[config.mk]
export PLATFORM = sky130hd
export DESIGN_NAME = multicycle_ctrl_flat
export DESIGN_NICKNAME = d
export VERILOG_FILES = /design/src/rtl/cpu_ctrl_pkg.sv /design/src/rtl/multicycle_ctrl_if.sv /design/src/rtl/alu_decoder.sv /design/src/rtl/multicycle_ctrl.sv /design/src/flat_wrapper.sv
export SDC_FILE = /design/constraint.sdc
export NUM_CORES = 1
export LEC_CHECK = 0
export CORE_MARGIN = 5
export CORE_UTILIZATION = 34
export CTS_CLUSTER_SIZE = 30
export DETAILED_ROUTE_END_ITERATION = 12
export PLACE_DENSITY = 0.85
export RECOVER_POWER = 100
export SKIP_LAST_GASP = 1
export SYNTH_ARGS = -nofsm -noshare
export SYNTH_HDL_FRONTEND = slang
export SYNTH_SLANG_ARGS = --single-unit
[constraint.sdc]
create_clock -name clk -period 2.5 [get_ports clk]
set_input_delay 0.375 -clock clk [delete_from_list [all_inputs] [get_ports clk]]
set_output_delay 0.375 -clock clk [all_outputs]
set_load 0.03 [all_outputs]
[src/rtl/cpu_ctrl_pkg.sv]
// Shared types and encodings for the multi-cycle CPU controller.
// Holds the state encoding, opcode/funct values, ALU codes and the strobe bundle.
package cpu_ctrl_pkg;

  localparam int unsigned ALU_CODE_W = 4;

  typedef enum logic [2:0] {
    FETCH, DECODE, EXEC, WB, ADDR, MEM, BRANCH, JUMP
  } state_t;

  // ALU request class handed to the decoder; FUNCT defers to the instruction's funct field
  typedef enum logic [1:0] {
    ALU_OP_NONE, ALU_OP_ADD, ALU_OP_SUB, ALU_OP_FUNCT
  } alu_op_t;

  localparam logic [5:0] OP_RTYPE = 6'h00;
  localparam logic [5:0] OP_J     = 6'h02;
  localparam logic [5:0] OP_BEQ   = 6'h04;
  localparam logic [5:0] OP_ADDI  = 6'h08;
  localparam logic [5:0] OP_LW    = 6'h23;
  localparam logic [5:0] OP_SW    = 6'h2B;

  localparam logic [5:0] FN_ADD = 6'h20;
  localparam logic [5:0] FN_SUB = 6'h22;
  localparam logic [5:0] FN_AND = 6'h24;
  localparam logic [5:0] FN_OR  = 6'h25;
  localparam logic [5:0] FN_SLT = 6'h2A;

  localparam logic [ALU_CODE_W-1:0] ALU_ADD = 4'b0001;
  localparam logic [ALU_CODE_W-1:0] ALU_SUB = 4'b0010;
  localparam logic [ALU_CODE_W-1:0] ALU_AND = 4'b0011;
  localparam logic [ALU_CODE_W-1:0] ALU_OR  = 4'b0100;
  localparam logic [ALU_CODE_W-1:0] ALU_SLT = 4'b0101;

  typedef struct packed {
    logic mem_req;
    logic iord;
    logic ir_write;
    logic pc_write;
    logic branch;
    logic reg_dst;
    logic reg_write;
    logic alu_src;
    logic mem_write;
    logic mem_to_reg;
    logic illegal;
  } strobes_t;

endpackage

[src/rtl/multicycle_ctrl_if.sv]
// Controller <-> datapath/memory signal bundle.
// master = controller side, slave = datapath/memory side.
interface multicycle_ctrl_if #(
  parameter int unsigned OPCODE_W   = 6,
  parameter int unsigned FUNCT_W    = 6,
  parameter int unsigned ALU_CTRL_W = 4,
  parameter int unsigned CNT_W      = 32
);
  logic [OPCODE_W-1:0]   opcode;
  logic [FUNCT_W-1:0]    funct;
  logic                  zero;
  logic                  mem_ready;
  logic                  mem_req;
  logic                  iord;
  logic                  ir_write;
  logic                  pc_write;
  logic                  branch;
  logic                  reg_dst;
  logic                  reg_write;
  logic                  alu_src;
  logic                  mem_write;
  logic                  mem_to_reg;
  logic [ALU_CTRL_W-1:0] alu_ctrl;
  logic                  illegal;
  logic [CNT_W-1:0]      cycle_cnt;
  logic [CNT_W-1:0]      instr_cnt;

  modport master (
    input  opcode, funct, zero, mem_ready,
    output mem_req, iord, ir_write, pc_write, branch, reg_dst, reg_write,
           alu_src, mem_write, mem_to_reg, alu_ctrl, illegal, cycle_cnt, instr_cnt
  );

  modport slave (
    output opcode, funct, zero, mem_ready,
    input  mem_req, iord, ir_write, pc_write, branch, reg_dst, reg_write,
           alu_src, mem_write, mem_to_reg, alu_ctrl, illegal, cycle_cnt, instr_cnt
  );
endinterface

[src/rtl/alu_decoder.sv]
// Maps the controller's ALU request class plus funct to an ALU operation code.
// Flags funct values that have no R-type meaning.
module alu_decoder
  import cpu_ctrl_pkg::*;
#(
  parameter int unsigned FUNCT_W = 6
) (
  input  alu_op_t               alu_op,
  input  logic [FUNCT_W-1:0]    funct,
  output logic [ALU_CODE_W-1:0] alu_ctrl,
  output logic                  funct_illegal
);

  always_comb begin
    alu_ctrl      = '0;
    funct_illegal = 1'b0;
    case (alu_op)
      ALU_OP_ADD: alu_ctrl = ALU_ADD;
      ALU_OP_SUB: alu_ctrl = ALU_SUB;
      ALU_OP_FUNCT: begin
        case (funct)
          FUNCT_W'(FN_ADD): alu_ctrl = ALU_ADD;
          FUNCT_W'(FN_SUB): alu_ctrl = ALU_SUB;
          FUNCT_W'(FN_AND): alu_ctrl = ALU_AND;
          FUNCT_W'(FN_OR):  alu_ctrl = ALU_OR;
          FUNCT_W'(FN_SLT): alu_ctrl = ALU_SLT;
          default:          funct_illegal = 1'b1;
        endcase
      end
      default: alu_ctrl = '0;
    endcase
  end

endmodule

[src/rtl/multicycle_ctrl.sv]
// Multi-cycle CPU control FSM: sequences fetch/decode/execute/mem/writeback strobes.
// Define CTRL_PERF_EN to build the cycle/retired-instruction counters.
module multicycle_ctrl
  import cpu_ctrl_pkg::*;
#(
  parameter int unsigned OPCODE_W   = 6,
  parameter int unsigned FUNCT_W    = 6,
  parameter int unsigned ALU_CTRL_W = 4,
  parameter int unsigned CNT_W      = 32
) (
  input  logic              clk,
  input  logic              rst,
  multicycle_ctrl_if.master bus
);

  state_t                  state_q, state_d;
  logic                    run_q;
  alu_op_t                 alu_op;
  logic [ALU_CODE_W-1:0]   alu_code;
  logic                    funct_illegal;
  strobes_t                s;

  logic op_rtype, op_j, op_beq, op_addi, op_lw, op_sw;
  assign op_rtype = (bus.opcode == OPCODE_W'(OP_RTYPE));
  assign op_j     = (bus.opcode == OPCODE_W'(OP_J));
  assign op_beq   = (bus.opcode == OPCODE_W'(OP_BEQ));
  assign op_addi  = (bus.opcode == OPCODE_W'(OP_ADDI));
  assign op_lw    = (bus.opcode == OPCODE_W'(OP_LW));
  assign op_sw    = (bus.opcode == OPCODE_W'(OP_SW));

  // run_q keeps everything quiet for the first cycle after reset release
  always_ff @(posedge clk or negedge rst) begin
    if (!rst) begin
      state_q <= FETCH;
      run_q   <= 1'b0;
    end else begin
      state_q <= state_d;
      run_q   <= 1'b1;
    end
  end

  always_comb begin
    alu_op = ALU_OP_NONE;
    case (state_q)
      FETCH, DECODE, ADDR, MEM: alu_op = ALU_OP_ADD;
      EXEC, WB:                 alu_op = op_rtype ? ALU_OP_FUNCT : ALU_OP_ADD;
      BRANCH:                   alu_op = ALU_OP_SUB;
      default:                  alu_op = ALU_OP_NONE;
    endcase
  end

  alu_decoder #(.FUNCT_W(FUNCT_W)) u_alu_decoder (
    .alu_op        (alu_op),
    .funct         (bus.funct),
    .alu_ctrl      (alu_code),
    .funct_illegal (funct_illegal)
  );

  always_comb begin
    s       = '0;
    state_d = state_q;
    case (state_q)
      FETCH: begin
        s.mem_req = 1'b1;
        s.alu_src = 1'b1;
        if (bus.mem_ready) begin
          s.ir_write = 1'b1;
          s.pc_write = 1'b1;
          state_d    = DECODE;
        end
      end
      DECODE: begin
        s.alu_src = 1'b1;
        if (op_rtype || op_addi)  state_d = EXEC;
        else if (op_lw || op_sw)  state_d = ADDR;
        else if (op_beq)          state_d = BRANCH;
        else if (op_j)            state_d = JUMP;
        else begin
          s.illegal = 1'b1;
          state_d   = FETCH;
        end
      end
      EXEC: begin
        s.alu_src = !op_rtype;
        if (funct_illegal) begin
          s.illegal = 1'b1;
          state_d   = FETCH;
        end else begin
          state_d = WB;
        end
      end
      WB: begin
        s.reg_write  = 1'b1;
        s.reg_dst    = op_rtype;
        s.mem_to_reg = op_lw;
        s.alu_src    = !op_rtype;
        state_d      = FETCH;
      end
      ADDR: begin
        s.alu_src = 1'b1;
        state_d   = MEM;
      end
      MEM: begin
        s.mem_req   = 1'b1;
        s.iord      = 1'b1;
        s.alu_src   = 1'b1;
        s.mem_write = op_sw;
        if (bus.mem_ready) state_d = op_lw ? WB : FETCH;
      end
      BRANCH: begin
        s.branch = 1'b1;
        state_d  = FETCH;
      end
      JUMP: begin
        s.pc_write = 1'b1;
        state_d    = FETCH;
      end
      default: state_d = FETCH;
    endcase
    if (!run_q) begin
      s       = '0;
      state_d = FETCH;
    end
  end

  assign bus.mem_req    = s.mem_req;
  assign bus.iord       = s.iord;
  assign bus.ir_write   = s.ir_write;
  assign bus.pc_write   = s.pc_write;
  assign bus.branch     = s.branch;
  assign bus.reg_dst    = s.reg_dst;
  assign bus.reg_write  = s.reg_write;
  assign bus.alu_src    = s.alu_src;
  assign bus.mem_write  = s.mem_write;
  assign bus.mem_to_reg = s.mem_to_reg;
  assign bus.illegal    = s.illegal;
  assign bus.alu_ctrl   = run_q ? ALU_CTRL_W'(alu_code) : '0;

`ifdef CTRL_PERF_EN
  logic             retire;
  logic [CNT_W-1:0] cycle_q, instr_q;

  // an illegal abort also returns to FETCH but does not retire
  assign retire = (state_q != FETCH) && (state_d == FETCH) && !s.illegal;

  always_ff @(posedge clk or negedge rst) begin
    if (!rst) begin
      cycle_q <= '0;
      instr_q <= '0;
    end else begin
      cycle_q <= cycle_q + CNT_W'(1);
      if (retire) instr_q <= instr_q + CNT_W'(1);
    end
  end

  assign bus.cycle_cnt = cycle_q;
  assign bus.instr_cnt = instr_q;
`else
  assign bus.cycle_cnt = CNT_W'(0);
  assign bus.instr_cnt = CNT_W'(0);
`endif

endmodule

[src/flat_wrapper.sv]
// flat-port wrapper written by rule: the top's interface ports become plain ports
module multicycle_ctrl_flat import cpu_ctrl_pkg::*;
#(
  parameter int unsigned OPCODE_W   = 6,
  parameter int unsigned FUNCT_W    = 6,
  parameter int unsigned ALU_CTRL_W = 4,
  parameter int unsigned CNT_W      = 32
)
  (clk, rst, bus_opcode, bus_funct, bus_zero, bus_mem_ready, bus_mem_req, bus_iord, bus_ir_write, bus_pc_write, bus_branch, bus_reg_dst, bus_reg_write, bus_alu_src, bus_mem_write, bus_mem_to_reg, bus_alu_ctrl, bus_illegal, bus_cycle_cnt, bus_instr_cnt);
  multicycle_ctrl_if #(.OPCODE_W(OPCODE_W), .FUNCT_W(FUNCT_W), .ALU_CTRL_W(ALU_CTRL_W), .CNT_W(CNT_W)) bus_i ();
  input  logic clk;
  input  logic rst;
  input wire logic [$bits(bus_i.opcode)-1:0] bus_opcode;
  input wire logic [$bits(bus_i.funct)-1:0] bus_funct;
  input wire logic [$bits(bus_i.zero)-1:0] bus_zero;
  input wire logic [$bits(bus_i.mem_ready)-1:0] bus_mem_ready;
  output wire logic [$bits(bus_i.mem_req)-1:0] bus_mem_req;
  output wire logic [$bits(bus_i.iord)-1:0] bus_iord;
  output wire logic [$bits(bus_i.ir_write)-1:0] bus_ir_write;
  output wire logic [$bits(bus_i.pc_write)-1:0] bus_pc_write;
  output wire logic [$bits(bus_i.branch)-1:0] bus_branch;
  output wire logic [$bits(bus_i.reg_dst)-1:0] bus_reg_dst;
  output wire logic [$bits(bus_i.reg_write)-1:0] bus_reg_write;
  output wire logic [$bits(bus_i.alu_src)-1:0] bus_alu_src;
  output wire logic [$bits(bus_i.mem_write)-1:0] bus_mem_write;
  output wire logic [$bits(bus_i.mem_to_reg)-1:0] bus_mem_to_reg;
  output wire logic [$bits(bus_i.alu_ctrl)-1:0] bus_alu_ctrl;
  output wire logic [$bits(bus_i.illegal)-1:0] bus_illegal;
  output wire logic [$bits(bus_i.cycle_cnt)-1:0] bus_cycle_cnt;
  output wire logic [$bits(bus_i.instr_cnt)-1:0] bus_instr_cnt;
  assign bus_i.opcode = bus_opcode;
  assign bus_i.funct = bus_funct;
  assign bus_i.zero = bus_zero;
  assign bus_i.mem_ready = bus_mem_ready;
  assign bus_mem_req = bus_i.mem_req;
  assign bus_iord = bus_i.iord;
  assign bus_ir_write = bus_i.ir_write;
  assign bus_pc_write = bus_i.pc_write;
  assign bus_branch = bus_i.branch;
  assign bus_reg_dst = bus_i.reg_dst;
  assign bus_reg_write = bus_i.reg_write;
  assign bus_alu_src = bus_i.alu_src;
  assign bus_mem_write = bus_i.mem_write;
  assign bus_mem_to_reg = bus_i.mem_to_reg;
  assign bus_alu_ctrl = bus_i.alu_ctrl;
  assign bus_illegal = bus_i.illegal;
  assign bus_cycle_cnt = bus_i.cycle_cnt;
  assign bus_instr_cnt = bus_i.instr_cnt;
  multicycle_ctrl #(.OPCODE_W(OPCODE_W), .FUNCT_W(FUNCT_W), .ALU_CTRL_W(ALU_CTRL_W), .CNT_W(CNT_W)) u_core (.clk(clk), .rst(rst), .bus(bus_i));
endmodule
======== Word-level counts from Yosys, hierarchy flattened ========
Index checks and enable logic that the tools add are counted.
W data, S select, Z words.
storage, ports and cells
  output and inout port bits .............. 79
  input port bits ......................... 16
  register bits after elaboration ......... 4
operators by class
  mux-type cells .......................... 34
  reduce and logical (&&, ||, !) cells .... 11
  equality and inequality tests ........... 22
operators by type and width
  kind                  number
  $eq A6 B6 Y1 const B  7
  $mux W3               8
  $pmux W3 S6           1
  $pmux W3 S5           1
  $mux W1               13
  $eq A3 B3 Y1 const B  4
  $mux W11              1
  $mux W2               5
  $pmux W3 S3           1
  $eq A3 B2 Y1 const B  2
  $eq A6 B2 Y1 const B  1
  $eq A6 B3 Y1 const B  1
  $eq A6 B4 Y1 const B  1
  $logic_not A6 Y1      1
  $ne A3 B3 Y1 const B  2
  $pmux W1 S2           3
  $pmux W2 S3           1
  $reduce_or A5 Y1      1
  $eq A2 B2 Y1 const B  2
  $reduce_or A2 Y1      2
  $reduce_or A4 Y1      1
  $eq A3 B1 Y1 const B  1
  $logic_not A3 Y1      1
  $reduce_or A3 Y1      1
  4 further kinds       5

======== Depth between registers and ports, before layout ========
  word-level depth ........................ 8
  depth in mapped cells ................... 5
  gate-level depth less buffers ........... 4

======== Modules after synthesis ========
Synthesis repeated with hierarchy kept, for this count alone.
second synthesis, totals
  cell total of the unflattened synthesis .. 156
  area, all modules ....................... 1103.6 µm²
modules (own cells, without submodules)
  module           cells each  area each (µm²)  seq. area each (µm²)  times used
  multicycle_ctrl  138         989.7            100.1                 1
  alu_decoder      18          113.9            0.0                   1

======== Worst setup path before layout ========
Ideal clock, no wire load.
  path kind ............................... input to output
  start point ............................. input port bus_opcode[2]
  end point ............................... output port bus_illegal
  stages on the path ...................... 4
  data required time ...................... 2125 ps
  arrival time ............................ 1629 ps
  path slack .............................. 496 ps
  path through ............................ nor3_1 -> and2_2 -> nand2_1 -> o31ai_1
on the way
  cells in the longest elaborated chain, start to end .. 8
ends and longest elaborated chain
  what              line                    text
  start, declared   flat_wrapper.sv:13      input wire logic [$bits(bus_i.opcode)-1:0] bus_opcode;
  $logic_not A6 Y1  multicycle_ctrl.sv:24   assign op_rtype = (bus.opcode == OPCODE_W'(OP_RTYPE));
  $mux W2           multicycle_ctrl.sv:46   EXEC, WB: alu_op = op_rtype ? ALU_OP_FUNCT : ALU_OP_ADD;
  $pmux W2 S3       multicycle_ctrl.sv:44   case (state_q)
  $eq A2 B2 Y1      alu_decoder.sv:17       case (alu_op)
  $mux W1           alu_decoder.sv:17
  $mux W1           multicycle_ctrl.sv:85   if (funct_illegal) begin
  $pmux W1 S2 (*)   multicycle_ctrl.sv:62   case (state_q)
  $mux W11 (*)      multicycle_ctrl.sv:120  if (!run_q) begin
  end, declared     flat_wrapper.sv:28      output wire logic [$bits(bus_i.illegal)-1:0] bus_illegal;
Every way passes the cells marked *; elsewhere a longest branch is shown, timed or not.

======== Worst setup path after layout ========
  start point ............................. input port bus_funct[1]
  end point ............................... output port bus_illegal
on the way
  cells in the longest elaborated chain, start to end .. 7
ends and longest elaborated chain
  what                            line                    text
  start, declared                 flat_wrapper.sv:14      input wire logic [$bits(bus_i.funct)-1:0] bus_funct;
  $eq A6 B6 Y1                    alu_decoder.sv:21       case (funct)
  $reduce_or A5 Y1 (no line) (*)  n/a
  $mux W1 (*)                     alu_decoder.sv:21
  $mux W1 (*)                     alu_decoder.sv:17
  $mux W1 (*)                     multicycle_ctrl.sv:85
  $pmux W1 S2 (*)                 multicycle_ctrl.sv:62
  $mux W11 (*)                    multicycle_ctrl.sv:120
Marked as above.

==> key figures <==
Power
  – Power per cell area: 319 nW/µm²
  – Logic gate share of total power: 60.6%
  – Psw: 212 µW
  – Reg power frac: 19.1%
  – Lkg Pwr: 0.000604 µW
  – Max VDD drop: 0.288 mV
  – Internal power: 176 µW
  – Pwr Total: 389 µW
  – Clk pwr share: 20.4%
  – Sw Ratio: 54.6%

Yosys
  – Ys async rst share: 100%
  – Main synth FF type: dfrtp_1
  – Yosys Warn Count: 0
  – Sequential area share after synthesis: 9.32%
  – Most instantiated library cell after synthesis: buf_4
  – Area fraction of the dominant cell type after synthesis: 46.9%
  – Yosys reg bits: 4
  – Synth top cells by count: 67 x buf_4, 10 x nand2_1, 9 x nor2_1, 7 x nor3_1
  – Yosys cell types: 40
  – Post-synth EDFFs: 0
  – Synth Area per Inst: 7.16 µm²
  – Leading cell types by total area after synthesis: buf_4 47%, dfrtp_1 9.3%, nand2_1 3.5%
  – Synthesized area: 1070 µm²
  – Syn Inst Count: 150
  – Leading area contributor after synthesis: buf_4

Clock tree
  – CTS root buffer: clkbuf_4
  – Total CTS buffers: 3
  – TritonCTS clock tree: done
  – CTS clk-pin slew, worst paths: 0.04 ns
  – Htree depth: 1
  – Clock Sink Count: 4
  – Clock Latency Late Sink: 0.23 ns
  – Clk buf depth: 2

Timing
  – Worst hold margin: 0.414 ns
  – RSZ-0062 raised after global routing: no
  – Setup-failing EPs final: 0
  – Fmax: 0.423 GHz
  – Hold Vio Cnt, Final: 0
  – Fin. max-slew vios: 0
  – Final min period: 2.37 ns
  – Final Skew: 0.00361 ns
  – Final WS setup: 0.133 ns
  – Period utilization: 94.7%

Floorplanning
  – Chip width: 66.2 µm
  – Initial Util: 35.2%
  – Die area: 4380 µm²
  – IO Count: 95
  – Row cnt: 20
  – Chip height: 66.2 µm
  – Core area: 3050 µm²

Cells and area
  – Nets@finish: 207
  – P&R area growth vs syn: 13.4%
  – # fillers: 356
  – Post-route cell area: 1220 µm²
  – Storage cell area: 101 µm²
  – Diodes inserted: 0
  – Share of cells above drive strength 1: 13.2%
  – Multi-input logic area: 691 µm²
  – Layout Cells excl Fill: 233

GRT
  – Global-route wire length before repair: 3210 µm
  – Overall Global Routing Usage: 9.14%
  – Vias in the first global route: 741
  – Initial antenna violation count: 0
  – Pin count of the biggest net entering global routing: 13
  – GRT Residual Overflow: 0

Placement
  – Placement Cell Area: 1220 µm²
  – Input/output buffers: 28
  – Pre-CTS setup slack: -0.0340 ns
  – Final GP Congestion: 0.818
  – # placed instances: 230
  – HPWL Detailed: 2030 µm

Routing
  – DR DRC count: 0
  – Number of routed nets with antenna violations: 0
  – Initial DRC count: 16
  – Post-Route WL: 2300 µm
  – Drt first pass iters: 4
  – Via count: 933
  – Drt wl/cell: 9.85 µm
  – Vias per cell: 4.00

Worst setup path
  – Startpoint types: input port
  – Worst Path Class, Setup: in -> out
  – Worst-path fanout max: 4
  – Crit end category: output port
  – Worst EP required: 2.12 ns
  – Crit path DAT: 1.99 ns

Min path
  – Hold WC Path Type: in -> async

Run
  – MaxCap Viol Count: 0

Status
  – Status: complete, no violations
flip-flops by register name (all words and copies together), names as in the netlist:
signal and cells:
u_core.run_q 1, u_core.state_q 3
placed cells by master (no fill, tap or decap), types with 2 or more instances in the layout:
cell | synthesis | final
buf_4 | 67 | 13
nor3_1 | 7 | 7
dlygate4sd3_1 | 0 | 5
a21boi_0 | 2 | 2
a21oi_1 | 5 | 5
nor2_1 | 9 | 9
nand2b_1 | 5 | 5
dfrtp_1 | 4 | 3
clkbuf_4 | 0 | 3
clkbuf_1 | 0 | 3
nand3_1 | 3 | 3
clkbuf_2 | 0 | 2
clkdlybuf4s50_1 | 0 | 15
nand2_1 | 10 | 10
o21ai_1 | 3 | 3
conb_1 | 2 | 66
o21ai_0 | 2 | 2
inv_1 | 4 | 4
worst max-delay path, stage by stage:
cell           delay [ns]
dlygate4sd3_1        0.58
buf_4                0.17
mux2_1               0.28
a211o_1              0.25
nand2_1              0.07
o31ai_1              0.07
clkbuf_2             0.20
final timing paths:
path | endpoint | slack [ns] | startpoint | cells past startpoint
setup / recovery | bus_illegal | 0.13 | bus_funct[1] | 7
hold / removal | u_core.state_q[1] | 0.41 | rst | 1
setup reg to reg | u_core.state_q[1] | 0.88 | u_core.state_q[1] | 3
hold reg to reg | u_core.state_q[1] | 0.64 | u_core.run_q | 1
max in group asynchronous | u_core.state_q[2] | 1.90 | rst | 1
min in group clk | u_core.state_q[1] | 0.64 | u_core.run_q | 1
through the flow:
step | util (%) | setup TNS [ns]
2_1_floorplan | - | 0
3_3_place_gp | 39.9 | -0.0240
3_5_place_dp | 39.9 | -0.0340
4_1_cts | 40.6 | 0
5_1_grt | 39.9 | 0
6_report | 39.9 | 0
power groups by stage:
stage                     Sequential [µW]  Combinational, µW  Clock, µW
after floorplan                      70.0                257          0
after global placement               74.7                233          0
after detailed placement             74.6                235          0
after CTS                            73.9                235       84.1
after global routing                 74.6                250       88.7
final                                74.0                235       79.2
repair_timing:
| item | 4_1_cts | 5_1_grt |
|---|---|---|
| endpoints found under the setup margin | 1 | 2 |
| setup buffers | 0 | 0 |
| hold buffers | 0 | 0 |
| pin swaps | 0 | 0 |
| resized for setup | 1 | 3 |
| gates cloned | 0 | 0 |
routing by layer:
| layer | vias up | track usage [%] | routed length [µm] |
|---|---|---|---|
| met5 | - | 0 | 0 |
| met4 | 0 | 0.761 | 0 |
| met3 | 0 | 3.23 | 275 |
| met2 | 61 | 17.1 | 1160 |
| met1 | 419 | 10.2 | 860 |
| li1 | 453 | - | - |
cell families after synthesis:
family,after synthesis,share of synthesized area [%]
compound gates,22,14.1
xor+xnor,1,0.816
fa+ha+maj,1,0.932
buf+inv,72,48.7
flops,4,9.32
mux,1,1.05
other cells,2,0.700
simple gates,47,24.4
final cells by class:
cell class | count | area share, %
multi-input combinational | 138 | 56.7
timing repair buffer | 40 | 27.3
sequential | 4 | 8.32
tap | 44 | 4.52
clock buffer | 3 | 1.85
inverter | 4 | 1.23
Power figures use the tool's default switching activity.
==> RTL change (config.mk and constraints unchanged) <==
Re-encode `state_t` (8 states) as one-hot, 8 bits wide.
--- a/src/rtl/cpu_ctrl_pkg.sv
+++ b/src/rtl/cpu_ctrl_pkg.sv
@@ -5,6 +5,6 @@
   localparam int unsigned ALU_CODE_W = 4;
 
-  typedef enum logic [2:0] {
-    FETCH, DECODE, EXEC, WB, ADDR, MEM, BRANCH, JUMP
+  typedef enum logic [7:0] {
+    FETCH = 8'b00000001, DECODE = 8'b00000010, EXEC = 8'b00000100, WB = 8'b00001000, ADDR = 8'b00010000, MEM = 8'b00100000, BRANCH = 8'b01000000, JUMP = 8'b10000000
   } state_t;
 
Formal check against the unedited RTL: no difference found for any inputs over 10 cycles, from zero or initial values and one cycle with rst low; not proved beyond that.
==> RTL change against the original RTL <==
- setup slack worse by 0.11 ns
- fmax down 4.4%
- clock power up 100%
- sequential cell count up 5
- global-route usage up 1.5 points
- critical path depth up 1
- area after synthesis up 25%
- count of clock-buffer cells in the layout up 1
- cell area up 29%
- total power up 54%
- non-clock buffer count up 8
- routed wire length up 35%
==> RTL change: results (changes against the original RTL) <==
Outcome
  • Outcome: completed

Pwr
  • Leakage: 0.790 nW (+31%)
  • Maximum VDD drop: 0.183 mV (-37%)

Yosys
  • Most frequent cells after synthesis: buf_4 (65), nor2_1 (12), dfrtp_1 (8)
  • Syn Inst Count: 168 (+12%)
  • Cell Area, Synth: 0.00134 mm^2 (+25%)
  • Part of the Yosys area used for sequential elements: 16.9% (+7.6 points)
  • Synth cell types: 45 (+13%)

Global route
  • Vias in the first global route: 1042 (+41%)
  • Largest net degree at the start of global routing: 10 (-3)
  • Grt met3 use: 2.48% (-0.75 points)
  • GR Util met1: 12.6% (+2.5 points)
  • Met2 GRT Util: 18.0% (+0.94 points)

Layout
  • # fillers: 414 (+16%)
  • ANT cells: 0 (unchanged)
  • Non-clock buffers, area share: 23.9% (-3.4 points)
  • Post-route cell area: 0.00157 mm^2 (+29%)
  • Signal inverters: 5 (+1)
  • Footprint of the multi-input gates: 846 um^2 (+22%)
  • Share of cells above drive strength 1: 21.7% (+8.4 points)
  • Total area of sequential cells: 226 um^2 (+120%)
  • Clk tree area frac: 2.86% (+1.0 points)
  • Total Nets Final: 234 (+13%)
  • # clk buffers: 4 (+1)
  • Final Non-Filler Cells: 265 (+14%)
  • Largest regs: u_core.state_q: 8 flops, u_core.run_q: 1 flops
  • Multi-input gates: 151 (+9.4%)
  • Non-clk bufs: 48 (+20%)

Place
  • Number of placed instances, taps included: 261 (+13%)
  • Placement Setup Slack: -0.149 ns (-0.115 ns)
  • DP HPWL: 2680 um (+32%)

Setup path
  • Worst Setup SP: bus_funct[3]
  • Reg2reg setup slack: 0.62 ns (-0.26 ns)
  • Worst reg2reg path depth: 5 (+2)
  • WP data arrival: 2.10 ns (+0.11 ns)
  • Reg2reg end: u_core.state_q[7]$_DFFE_PN0P_

Clocking
  • Clk sinks: 9 (+5)

Route
  • DRT met1 WL: 1160 um (+35%)
  • Final wirelength: 3110 um (+35%)
  • DR vias: 1114 (+19%)
  • Met3 wire length: 343 um (+25%)
  • Met2 WL: 1570 um (+36%)

STA
  • Clock Skew: 0.000296 ns (-0.00331 ns)
  • Worst hold slack: 0.511 ns (+0.0967 ns)
  • Post-route worst setup slack: 0.0232 ns (-0.110 ns)
-- RTL change: power breakdown --
part | leakage [nW] | internal, mW | switching (mW) | total, mW
logic | 0.648 | 0.0732 | 0.206 | 0.280
clock network | 0.0228 | 0.110 | 0.0504 | 0.161
registers | 0.119 | 0.152 | 0.00567 | 0.157
-- RTL change: critical path, stage by stage --
cell	delay (ns)
clkdlybuf4s50_1	0.53
nor2b_1	0.25
a2111oi_2	0.08
buf_4	0.16
nor4_2	0.28
a21oi_1	0.10
nor2_1	0.14
buf_4	0.18
-- RTL change: kinds of logic after synthesis --
| kind of cell | count (synthesis) | synth area share (%) |
|---|---|---|
| buffers and inverters | 72 | 38.9 |
| XOR/XNOR | 3 | 1.96 |
| flip-flops | 9 | 16.9 |
| AO/OA/AOI/OAI | 18 | 10.2 |
| other | 2 | 0.560 |
| AND/OR/NAND/NOR | 64 | 31.5 |
